--- config.mk ---
export PLATFORM = sky130hd
export DESIGN_NAME = ccu_cmd_sched_flat
export DESIGN_NICKNAME = d
export VERILOG_FILES = /design/src/rtl/ccu_pkg.sv /design/src/rtl/ccu_cmd_sched_if.sv /design/src/rtl/ccu_cmd_fifo.sv /design/src/rtl/ccu_cmd_sched.sv /design/src/flat_wrapper.sv
export SDC_FILE = /design/constraint.sdc
export NUM_CORES = 1
export LEC_CHECK = 0
export CAP_MARGIN = 40
export CORE_MARGIN = 2
export CORE_UTILIZATION = 38
export DETAILED_ROUTE_END_ITERATION = 6
export DONT_BUFFER_PORTS = 1
export PLACE_DENSITY_LB_ADDON = 0.2
export SYNTH_ARGS = -nofsm -noshare
export SYNTH_HDL_FRONTEND = slang
export SYNTH_SLANG_ARGS = --single-unit
--- constraint.sdc ---
create_clock -name clk -period 2.8 [get_ports clk]
set_input_delay 0.42 -clock clk [delete_from_list [all_inputs] [get_ports clk]]
set_output_delay 0.42 -clock clk [all_outputs]
set_load 0.01 [all_outputs]
--- src/rtl/ccu_pkg.sv ---
// Shared CCU scheduler definitions: command width, idle command, long-flag bit
// and the issue FSM state type.
package ccu_pkg;
   localparam int CMD_W = 8;
   localparam logic [CMD_W-1:0] NOP_CMD = '0;
   localparam int LONG_BIT = 7;

   typedef enum logic {IDLE = 1'b0, EXEC = 1'b1} state_e;
endpackage

--- src/rtl/ccu_cmd_sched_if.sv ---
// Host-side command handshake into the CCU command scheduler.
interface ccu_cmd_sched_if #(parameter int CMD_W = 8);
   logic [CMD_W-1:0] cmd_in;
   logic             cmd_in_valid;
   logic             cmd_in_ready;

   modport master (output cmd_in, output cmd_in_valid, input cmd_in_ready);
   modport slave  (input cmd_in, input cmd_in_valid, output cmd_in_ready);
endinterface

--- src/rtl/ccu_cmd_fifo.sv ---
// Small synchronous command FIFO with occupancy count and synchronous flush.
module ccu_cmd_fifo #(
   parameter int DEPTH = 4,
   parameter int CMD_W = 8
) (
   input  logic                   clk,
   input  logic                   rst_n,
   input  logic                   push,
   input  logic                   pop,
   input  logic                   flush,
   input  logic [CMD_W-1:0]       wdata,
   output logic [CMD_W-1:0]       rdata,
   output logic [$clog2(DEPTH):0] count,
   output logic                   empty,
   output logic                   full
);
   localparam int AW = $clog2(DEPTH);

   logic [DEPTH-1:0][CMD_W-1:0] mem;
   logic [AW-1:0]               wr_ptr, rd_ptr;
   logic                        push_ok, pop_ok;

   assign empty   = (count == '0);
   assign full    = (count == (AW+1)'(DEPTH));
   assign push_ok = push && !full;
   assign pop_ok  = pop && !empty;
   assign rdata   = mem[rd_ptr];

   always_ff @(posedge clk) begin
      if (push_ok && !flush) mem[wr_ptr] <= wdata;
   end

   always_ff @(posedge clk or negedge rst_n) begin
      if (!rst_n) begin
         wr_ptr <= '0;
         rd_ptr <= '0;
         count  <= '0;
      end else if (flush) begin
         wr_ptr <= '0;
         rd_ptr <= '0;
         count  <= '0;
      end else begin
         if (push_ok) wr_ptr <= wr_ptr + 1'b1;
         if (pop_ok)  rd_ptr <= rd_ptr + 1'b1;
         case ({push_ok, pop_ok})
            2'b10:   count <= count + 1'b1;
            2'b01:   count <= count - 1'b1;
            default: count <= count;
         endcase
      end
   end
endmodule

--- src/rtl/ccu_cmd_sched.sv ---
// CCU command scheduler: queues host commands and drives them onto the CCU
// cmd port one at a time, holding long commands for LONG_HOLD cycles.
module ccu_cmd_sched #(
   parameter int               DEPTH     = 4,
   parameter int               CMD_W     = ccu_pkg::CMD_W,
   parameter int               LONG_HOLD = 4,
   parameter logic [CMD_W-1:0] NOP_CMD   = ccu_pkg::NOP_CMD
) (
   input  logic                   clk,
   input  logic                   rst_n,
   ccu_cmd_sched_if.slave         host,
   input  logic                   stall,
   input  logic                   flush,
   output logic [CMD_W-1:0]       ccu_cmd,
   output logic                   ccu_issue,
   output logic                   busy,
   output logic [$clog2(DEPTH):0] fifo_count
);
   import ccu_pkg::*;

   localparam int HW = $clog2(LONG_HOLD);

   state_e           state;
   logic [HW-1:0]    hold_cnt;
   logic [CMD_W-1:0] head;
   logic             empty, full, push, pop, can_issue;
   logic [HW-1:0]    head_hold;

   assign host.cmd_in_ready = !full && !flush;
   assign push = host.cmd_in_valid && host.cmd_in_ready;

   // The next command may go out from IDLE, or back-to-back on the last hold cycle.
   assign can_issue = (state == IDLE) || (hold_cnt == '0);
   assign pop       = !flush && !stall && !empty && can_issue;
   assign head_hold = head[LONG_BIT] ? HW'(LONG_HOLD-1) : '0;
   assign busy      = (state == EXEC) || !empty;

   ccu_cmd_fifo #(.DEPTH(DEPTH), .CMD_W(CMD_W)) u_fifo (
      .clk   (clk),
      .rst_n (rst_n),
      .push  (push),
      .pop   (pop),
      .flush (flush),
      .wdata (host.cmd_in),
      .rdata (head),
      .count (fifo_count),
      .empty (empty),
      .full  (full)
   );

   always_ff @(posedge clk or negedge rst_n) begin
      if (!rst_n) begin
         state     <= IDLE;
         hold_cnt  <= '0;
         ccu_cmd   <= NOP_CMD;
         ccu_issue <= 1'b0;
      end else if (flush) begin
         state     <= IDLE;
         hold_cnt  <= '0;
         ccu_cmd   <= NOP_CMD;
         ccu_issue <= 1'b0;
      end else begin
         ccu_issue <= pop;
         if (pop) begin
            state    <= EXEC;
            ccu_cmd  <= head;
            hold_cnt <= head_hold;
         end else if (!stall && state == EXEC) begin
            if (hold_cnt != '0) begin
               hold_cnt <= hold_cnt - 1'b1;
            end else begin
               state   <= IDLE;
               ccu_cmd <= NOP_CMD;
            end
         end
      end
   end
endmodule
--- src/flat_wrapper.sv ---
// flat-port wrapper written by rule: the top's interface ports become plain ports
module ccu_cmd_sched_flat import ccu_pkg::*;
#(
   parameter int               DEPTH     = 4,
   parameter int               CMD_W     = ccu_pkg::CMD_W,
   parameter int               LONG_HOLD = 4,
   parameter logic [CMD_W-1:0] NOP_CMD   = ccu_pkg::NOP_CMD
)
  (clk, rst_n, stall, flush, ccu_cmd, ccu_issue, busy, fifo_count, host_cmd_in, host_cmd_in_valid, host_cmd_in_ready);
  ccu_cmd_sched_if #(.CMD_W(CMD_W)) host_i ();
  input  logic clk;
  input  logic rst_n;
  input  logic stall;
  input  logic flush;
  output logic [CMD_W-1:0] ccu_cmd;
  output logic ccu_issue;
  output logic busy;
  output logic [$clog2(DEPTH):0] fifo_count;
  input wire logic [$bits(host_i.cmd_in)-1:0] host_cmd_in;
  input wire logic [$bits(host_i.cmd_in_valid)-1:0] host_cmd_in_valid;
  output wire logic [$bits(host_i.cmd_in_ready)-1:0] host_cmd_in_ready;
  assign host_i.cmd_in = host_cmd_in;
  assign host_i.cmd_in_valid = host_cmd_in_valid;
  assign host_cmd_in_ready = host_i.cmd_in_ready;
  ccu_cmd_sched #(.DEPTH(DEPTH), .CMD_W(CMD_W), .LONG_HOLD(LONG_HOLD), .NOP_CMD(NOP_CMD)) u_core (.clk(clk), .rst_n(rst_n), .host(host_i), .stall(stall), .flush(flush), .ccu_cmd(ccu_cmd), .ccu_issue(ccu_issue), .busy(busy), .fifo_count(fifo_count));
endmodule
# Word level (Yosys, flattened, before mapping)
# Index checks and enable logic that the tools add are counted.
# totals
output_inout_bits,14
word_cells,75
ff_bits,51
ram_bits,0
latchBits,0
memories,0
rom_bits,0
# op_classes
n_shift,0
eq_ne,4
magnitude_cmp,3
bitwise,1
muxes,25
add_sub_neg,5
multipliers,0
div,0
n_reduce_logical,26
# ops
operator,n
$mux W8,6
$bwmux W32,1
$mux W2,9
$bmux W8 S2,1
$demux W8 S2,1
$logic_and A1 B1 Y1,10
$reduce_bool A3 Y1,3
$lt A2 B3 Y1 const B,2
$pmux W3 S2,1
$reduce_bool A2 Y1,3
$mux W1,5
$add A2 B1 Y2 const B,2
$logic_not A1 Y1,4
$reduce_and A2 Y1,2
$add A3 B1 Y3 const B,1
$eq A3 B3 Y1 const B,1
$logic_not A3 Y1,1
$mux W3,1
$ne A3 B3 Y1 const B,1
$sub A3 B1 Y3 const B,1
$eq A2 B1 Y1 const B,1
$eq A2 B2 Y1 const B,1
$ge A2 B1 Y1 const B,1
$logic_not A2 Y1,1
other kinds (3),4

# Logic depth before layout (Yosys ltp)
# Gate-level depths: netlist of run 1.
# logic_depth
depth_word,8
mapped_depth,12

# Hierarchy
# From an unflattened synthesis of run 1, not the netlist that was laid out.
# hier_totals
hier_cells,149
area_unflattened_um2,2253.4
# modules_own_cells
module,seq_area_each_um2,n_inst,cells_per_inst,area_each_um2
ccu_cmd_fifo,1136.1,1,106,1714.1
ccu_cmd_sched,300.3,1,43,539.3

# Worst setup path after synthesis of run 1
# Ideal clock, no wire load.
# synth_timing
path_type,register to register
startpoint,reg u_core.u_fifo.count[0]
endpoint,reg u_core.u_fifo.count[2]
setup_slack_ns,0.332
arrival_ns,2.385
synth_period_minus_slack_ns,2.468
required_ns,2.717
path_buffers,2
stages_incl_launch_ff,10
path_cell_list,dfrtp_1 > or3_4 > and3_4 > buf_6 > buf_4 > nor2b_1 > fa_1 > nor4_1 > o21ai_0 > a31oi_1
# synth_via
elab_chain_len,8
# synth_rtl
item,line,rtl
from (decl),ccu_cmd_fifo.sv:13,"output logic [$clog2(DEPTH):0] count,"
from (signal assigned),ccu_cmd_fifo.sv:46,2'b10: count <= count + 1'b1;
from (signal assigned),ccu_cmd_fifo.sv:47,2'b01: count <= count - 1'b1;
from (signal assigned),ccu_cmd_fifo.sv:48,default: count <= count;
$eq A3 B3 Y1 or $logic_not A3 Y1 (tied branches),"ccu_cmd_fifo.sv:24, ccu_cmd_fifo.sv:23",
"$logic_not A1 Y1, on equally long branches",--,
"$logic_and A1 B1 Y1, on equally long branches","ccu_cmd_sched.sv:29, ccu_cmd_sched.sv:34",
"$logic_and A1 B1 Y1, on equally long branches","ccu_cmd_sched.sv:30, ccu_cmd_sched.sv:34",
"$logic_and A1 B1 Y1, on equally long branches","ccu_cmd_fifo.sv:25, ccu_cmd_fifo.sv:26",
$eq A2 B1 Y1 or $eq A2 B2 Y1 (tied branches),ccu_cmd_fifo.sv:45,"case ({push_ok, pop_ok})"
$pmux W3 S2,ccu_cmd_fifo.sv:45,
$mux W3,ccu_cmd_fifo.sv:38,end else if (flush) begin
# Several ways; a longest one is shown, not always the timed one.
# A chain may end at the register's enable or synchronous reset.

# Worst setup path in the final report of run 1
# layout_timing
startpoint,reg u_core.u_fifo.count[2]
endpoint,reg u_core.u_fifo.count[2]
# Same word-level chain as after synthesis.

==> results.md, run 1 <==
* Status: complete, no violations
* CP Max Fanout at 15
* WP data arrival at around 2.7 ns
* Psw at 551 uW
* HPWL Detailed at 2660 um
* Row count at 27
* Via/cell ratio at 5.18
* Clock group share of total power at 26.5%
* Area contributors post-synth: edfxtp_1 44%, dfrtp_1 22%, mux4_2 8.2%, ha_1 2.9%, a22o_1 2.8%
* Avg Inst Size Synth at 16.0 um2
* Leak at between 0.9 and 1 nW
* Crit path cell chain: or3_4 > and3_4 > nor2b_1 > fa_1 > nor4_1 > o21ai_0 > a31oi_1
* Final setup fails at 0
* Sequential cell area fraction in the yosys report at 65.6%
* Share of layout cells above drive strength 1 at between 10% and 20%
* RSZ-0062 raised after global routing: no
* CTS sink cnt at 51
* Period utilization at between 80 and 90%
* HP Start: flush
* Post-route antenna net violation count at 0
* Finished Layout Cells at 216
* FFs w/ async S/R, synth at 37.3%
* Num CTS Buffers at 5
* Final WS setup at 0.382 ns
* Yosys reg bits at 51
* Internal at 1.37 mW
* Combinational Power Share at 21.8%
* I/O pins at 27
* Initial Utilization at around two fifths
* Largest net degree at the start of global routing at 20
* Wire per inst at roughly 18 um
* Remaining DRCs at 0
* Top post-synthesis cells by count: 32 x edfxtp_1, 19 x dfrtp_1, 8 x mux4_2
* GPL Wtd Cong at 0.827
* Fin area at 0.00240 mm2
* Clock Latency Late Sink at about 0.30 ns
* Post-DP Area at 0.00226 mm2
* H-tree Lvls at 2
* Finished Core Util at 43.2%
* Worst slack at placement at 0.391 ns
* Syn Nets at between 150 and 200
* Crit Path Class: flip-flop to flip-flop
* Cells after Synth at ~140
* Yosys warns at 0
* Tmin final at 2.42 ns
* Netlist cell types at 35
* Die W at approximately 80 um
* Placed Cells at 206
* CP Capture Type: flip-flop
* Cell Pwr Density at 800 mW/mm2
* DIE AREA at 0.00638 mm2
* Relative slew slack at a little over two thirds
* Vias in the first global route at roughly 1200
* Number of flops mapped to enable cells by yosys at 32
* First-pass GRT wire length at 6240 um
* Total track usage at 13.7%
* Post-synth top area cell: edfxtp_1
* IO Port Bufs at 0
* Worst-case clock buffer depth at 2
* Crit-path leading delay family: simple AND/OR/NAND/NOR gates
* CTS tree: built
* R2R Path End: u_core.u_fifo.count[2]$_DFFE_PN0P_
* Post-CTS Resized at 0
* N_diodes at 0
* Max-cap violations at 0
* R2R depth at 7
* Reg2reg start: u_core.u_fifo.count[2]$_DFFE_PN0P_
* Worst setup SP type: flip-flop
* Worst-margin pin slew at 0.458 ns
* Clk slew on worst S/H paths at 0.10 ns
* Setup repair bufs after CTS at 0
* Worst Skew at between 0.01 and 0.015 ns
* Hold path depth at 1
* P&R area growth vs syn at 9.49%
* Final Hold Slack at 0.163 ns
* Core area at between 0.005 and 0.006 mm2
* Upper clock frequency limit at 0.414 GHz
* Max-slew violation count at 0
* Largest stage delay on the critical path at 0.51 ns
* Root Driver: clkbuf_8
* Global route overflow at 0
* Peak supply drop at 410 uV
* Total Wirelength at 3910 um
* Most common cell in the synthesized netlist: edfxtp_1
* Sw frac at between 20% and 30%
* Synth top area share at 43.9%
* Initial DRC Count at 39
* Top_reg_cell synth: edfxtp_1
* Via count at around 1100
* Nets@finish at ~160
* Cell area after synthesis at around 0.0022 mm2
* CP max stage cell: dfrtp_1
* Worst path bufs/invs at 0
* Hold Buf Count CTS at 1
* R2r setup slk at roughly 0.38 ns
* Hold EP: u_core.u_fifo.count[2]$_DFFE_PN0P_
* Final hold violations at 0
* Initial antenna violation count at 0
* Drt first pass iters at 4
* Min-Delay Path Class: primary input to flip-flop
* Required time worst endpoint at 3.03 ns
* Seq pwr share at 51.7%
* Die Y at 79.9 um
* Setup TNS at 0 ns
* Design Power at ~1.9 mW
cells in the final DEF, fill, tap and decap left out, types with 3 or more instances in the layout:
| master | synthesis | final |
|---|---|---|
| and2_1 | 5 | 5 |
| o21ai_0 | 3 | 3 |
| edfxtp_1 | 32 | 32 |
| a22o_1 | 7 | 7 |
| mux2i_1 | 4 | 4 |
| nor2b_1 | 3 | 3 |
| inv_1 | 6 | 6 |
| nor2_1 | 7 | 7 |
| nand2_1 | 6 | 6 |
| mux4_2 | 8 | 8 |
| dfrtp_1 | 19 | 19 |
| a21oi_1 | 3 | 3 |
| clkbuf_8 | 0 | 5 |
| ha_1 | 5 | 5 |
| buf_4 | 2 | 3 |
worst register-to-register path, stage by stage (launching register included):
cell     delay (ns)
dfrtp_1        0.51
or3_4          0.44
and3_4         0.23
nor2b_1        0.17
fa_1           0.44
nor4_1         0.28
o21ai_0        0.12
a31oi_1        0.17
how the worst max path moves through the flow:
stage / endpoint / cells after the start / startpoint
floorplan: u_core.u_fifo.count[2]$_DFFE_PN0P_ / 9 / u_core.u_fifo.count[0]$_DFFE_PN0P_
global placement: u_core.u_fifo.count[2]$_DFFE_PN0P_ / 7 / u_core.u_fifo.count[2]$_DFFE_PN0P_
detailed placement: u_core.u_fifo.count[2]$_DFFE_PN0P_ / 9 / u_core.hold_cnt[0]$_DFFE_PN0P_
CTS: u_core.u_fifo.count[2]$_DFFE_PN0P_ / 7 / u_core.u_fifo.count[2]$_DFFE_PN0P_
global route: u_core.u_fifo.count[2]$_DFFE_PN0P_ / 9 / u_core.hold_cnt[0]$_DFFE_PN0P_
finish: u_core.u_fifo.count[2]$_DFFE_PN0P_ / 7 / u_core.u_fifo.count[2]$_DFFE_PN0P_
routing by layer:
metal	GRT usage, %	routed length [um]
met5	0	0
met4	5.08	51
met3	5.54	247
met2	23.5	2040
met1	15.3	1580
sequential cells by signal, summed over array words and instances (netlist names):
| register | count |
|---|---|
| u_core.u_fifo.wr_ptr | 2 |
| u_core.u_fifo.count | 3 |
| u_core.ccu_issue | 1 |
| u_core.u_fifo.rd_ptr | 2 |
| u_core.u_fifo.mem | 32 |
| u_core.hold_cnt | 2 |
| u_core.ccu_cmd | 8 |
| u_core.state | 1 |
layout make-up:
class | count | area [um2]
Clock buffer | 5 | 68.8
Clock inverter | 3 | 43.8
Fill cell | 514 | 3140
Inverter | 6 | 22.5
Multi-Input combinational cell | 74 | 691
Sequential cell | 51 | 1440
Tap cell | 72 | 90.1
Timing Repair Buffer | 5 | 43.8
power by group through the flow:
stage                     sequential [mW]  clock [mW]  combinational (mW)
after floorplan                     0.984           0               0.346
after global placement               1.01           0               0.401
after detailed placement             1.01           0               0.415
after CTS                           0.995       0.517               0.424
after global routing                 1.01       0.553               0.463
final                               0.992       0.507               0.417
cell families after synthesis:
| family | count (synthesis) | synth area share, % |
|---|---|---|
| and+or+nand+nor | 29 | 7.49 |
| buffers and inverters | 12 | 2.80 |
| xor gates and xnor gates | 4 | 1.60 |
| AOI/OAI and AO/OA | 22 | 8.12 |
| muxes | 13 | 10.6 |
| DFF | 51 | 65.6 |
| adders and majority gates | 6 | 3.77 |
Power figures use the tool's default switching activity.
==> run 2, diff against run 1 <==
--- a/config.mk
+++ b/config.mk
@@ -12,2 +12,3 @@
 export DONT_BUFFER_PORTS = 1
+export GPL_TIMING_DRIVEN = 0
 export PLACE_DENSITY_LB_ADDON = 0.2
--- a/constraint.sdc
+++ b/constraint.sdc
@@ -3,2 +3,2 @@
 set_output_delay 0.42 -clock clk [all_outputs]
-set_load 0.01 [all_outputs]
+set_load 0.02 [all_outputs]
==> run 2 against run 1 <==
Compared with the run above:
- first-iteration DRC count up 41%
- critical path depth increased by 2
- fmax fell by 10%
- critical path type unchanged
- largest power group unchanged
==> results.md, run 2 (synthesis results as in run 1) <==
* Status: complete, no violations
* CTS sink cnt at between 50 and 60
* Largest net degree at the start of global routing at 20
* Drt first pass iters at 4
* Period utilization at 96.2%
* Max-slew violation count at 0
* Post-route antenna net violation count at 0
* GPL Wtd Cong at 0.828
* Filler Cell Count at 519
* DIE AREA at ~0.0064 mm2
* Core area at 0.00554 mm2
* Top flop regs: u_core.u_fifo.mem (32), u_core.ccu_cmd (8), u_core.u_fifo.count (3)
* Total track usage at 13.8%
* Initial DRC Count at 55
* Worst Skew at 0.00923 ns
* Setup TNS at 0 ns
* Biggest register: u_core.u_fifo.mem
* Final setup fails at 0
* Crit Path Class: flip-flop to flip-flop
* HPWL Detailed at between 2000 and 3000 um
* Largest stage delay on the critical path at between 0.5 and 0.6 ns
* R2r setup slk at 0.11 ns
* Post-DP Area at 0.00228 mm2
* Most common cell after layout, fill and taps aside: edfxtp_1
* R2R Path End: u_core.u_fifo.count[2]$_DFFE_PN0P_
* Initial antenna violation count at 0
* Global route overflow at 0
* First-pass GRT wire length at 6420 um
* Via/cell ratio at 5.24
* Relative slew slack at a little under two thirds
* Die W at between 70 and 80 um
* Wire per inst at 18.3 um
* N_diodes at 0
* Max reg flops at 32
* Worst setup SP type: flip-flop
* H-tree Lvls at 2
* CP Capture Type: flip-flop
* Crit path cell chain: or3_4 > and3_4 > buf_6 > buf_4 > nor2b_1 > fa_1 > nor4_2 > o21ai_0 > a31oi_1
* Hold EP: u_core.u_fifo.mem[21]$_DFFE_PP_
* Crit-path leading delay family: simple AND/OR/NAND/NOR gates
* Most frequent cells in the layout: 32 x edfxtp_1, 17 x dfrtp_1, 8 x mux4_2
* Hold path depth at 0
* Via count at between 1000 and 1500
* WP data arrival at between 2 and 3 ns
* R2R depth at 9
* Total Wirelength at 4000 um
* Nets@finish at 165
* Worst-margin pin slew at between 0.5 and 0.6 ns
* Cell Pwr Density at 785 mW/mm2
* Fin area at 0.00240 mm2
* I/O pins at 27
* RSZ-0062 raised after global routing: no
* Upper clock frequency limit at 0.371 GHz
* Peak supply drop at between 300 and 400 uV
* CP Max Fanout at 10
* Vias in the first global route at around 1200
* Required time worst endpoint at roughly 3.0 ns
* Max-cap violations at 0
* Share of layout cells above drive strength 1 at between 10% and 20%
* Root Driver: clkbuf_8
* Die Y at ~80 um
* Tmin final at around 2.7 ns
* P&R area growth vs syn at 9.83%
* Final hold violations at 0
* HP Start: host_cmd_in[5]
* Reg2reg start: u_core.u_fifo.count[0]$_DFFE_PN0P_
* CP max stage cell: dfrtp_2
* Worst path bufs/invs at 2
* Leak at roughly 0.90 nW
* Remaining DRCs at 0
* Row count at 27
* Clock Latency Late Sink at approximately 0.30 ns
* Min-Delay Path Class: primary input to flip-flop
* IO Port Bufs at 0
* Initial Utilization at between 30% and 40%
* Clk slew on worst S/H paths at 0.10 ns
* Num CTS Buffers at 5
* Worst-case clock buffer depth at 2
* CTS tree: built
==> run 2: area by class of cell <==
class | instances | area (um2) | share of cell area (%)
Tap cell | 72 | 90.1 | 3.75
Clock inverter | 3 | 20.0 | 0.833
Multi-Input combinational cell | 74 | 699 | 29.1
Clock buffer | 5 | 68.8 | 2.86
Inverter | 6 | 22.5 | 0.937
Timing Repair Buffer | 2 | 25.0 | 1.04
Buffer | 6 | 38.8 | 1.61
Sequential cell | 51 | 1440 | 59.9
==> run 2: metal layers <==
layer  track usage (%)  wire length (um)
met4              3.90                47
met3              5.54               270
met1              16.6              1650
met2              22.8              2030
met5                 0                 0
==> run 2: through the flow <==
step / setup slack [ns] / power (mW) / util (%) / hold WS, ns / std cells
floorplan: 0.281 / 1.37 / - / 0.124 / 137
global placement: 0.0884 / 1.45 / 41.1 / 0.125 / 209
detailed placement: 0.0733 / 1.47 / 41.1 / 0.125 / 209
CTS: 0.0419 / 1.90 / 42.9 / 0.198 / 218
global route: 0.00579 / 1.99 / 43.4 / 0.188 / 219
finish: 0.107 / 1.89 / 43.4 / 0.206 / 219
==> run 2: where the power goes <==
part           total (mW)  internal, mW  leakage [nW]  switching [mW]
registers            1.02         0.896         0.543           0.127
logic               0.443         0.212         0.314           0.231
clock network       0.421         0.175        0.0418           0.247
total                1.89          1.28         0.898           0.605
==> run 2: how the worst max path moves through the flow <==
stage	start	end	slack [ns]	cells past startpoint
floorplan	u_core.u_fifo.count[0]$_DFFE_PN0P_	u_core.u_fifo.count[2]$_DFFE_PN0P_	0.28	9
global placement	u_core.u_fifo.count[0]$_DFFE_PN0P_	u_core.u_fifo.count[2]$_DFFE_PN0P_	0.09	9
detailed placement	u_core.u_fifo.count[0]$_DFFE_PN0P_	u_core.u_fifo.count[2]$_DFFE_PN0P_	0.07	9
CTS	u_core.u_fifo.count[0]$_DFFE_PN0P_	u_core.u_fifo.count[2]$_DFFE_PN0P_	0.04	9
global route	u_core.u_fifo.count[1]$_DFFE_PN0P_	u_core.u_fifo.count[2]$_DFFE_PN0P_	0.006	8
finish	u_core.u_fifo.count[0]$_DFFE_PN0P_	u_core.u_fifo.count[2]$_DFFE_PN0P_	0.11	9
==> run 2: timing repair <==
item / CTS / global route
gates resized for setup: 0 / 4
setup buffers: 0 / 0
hold endpoints to repair: 19 / 0
hold buffers: 1 / 0
setup endpoints to repair: 0 / 1
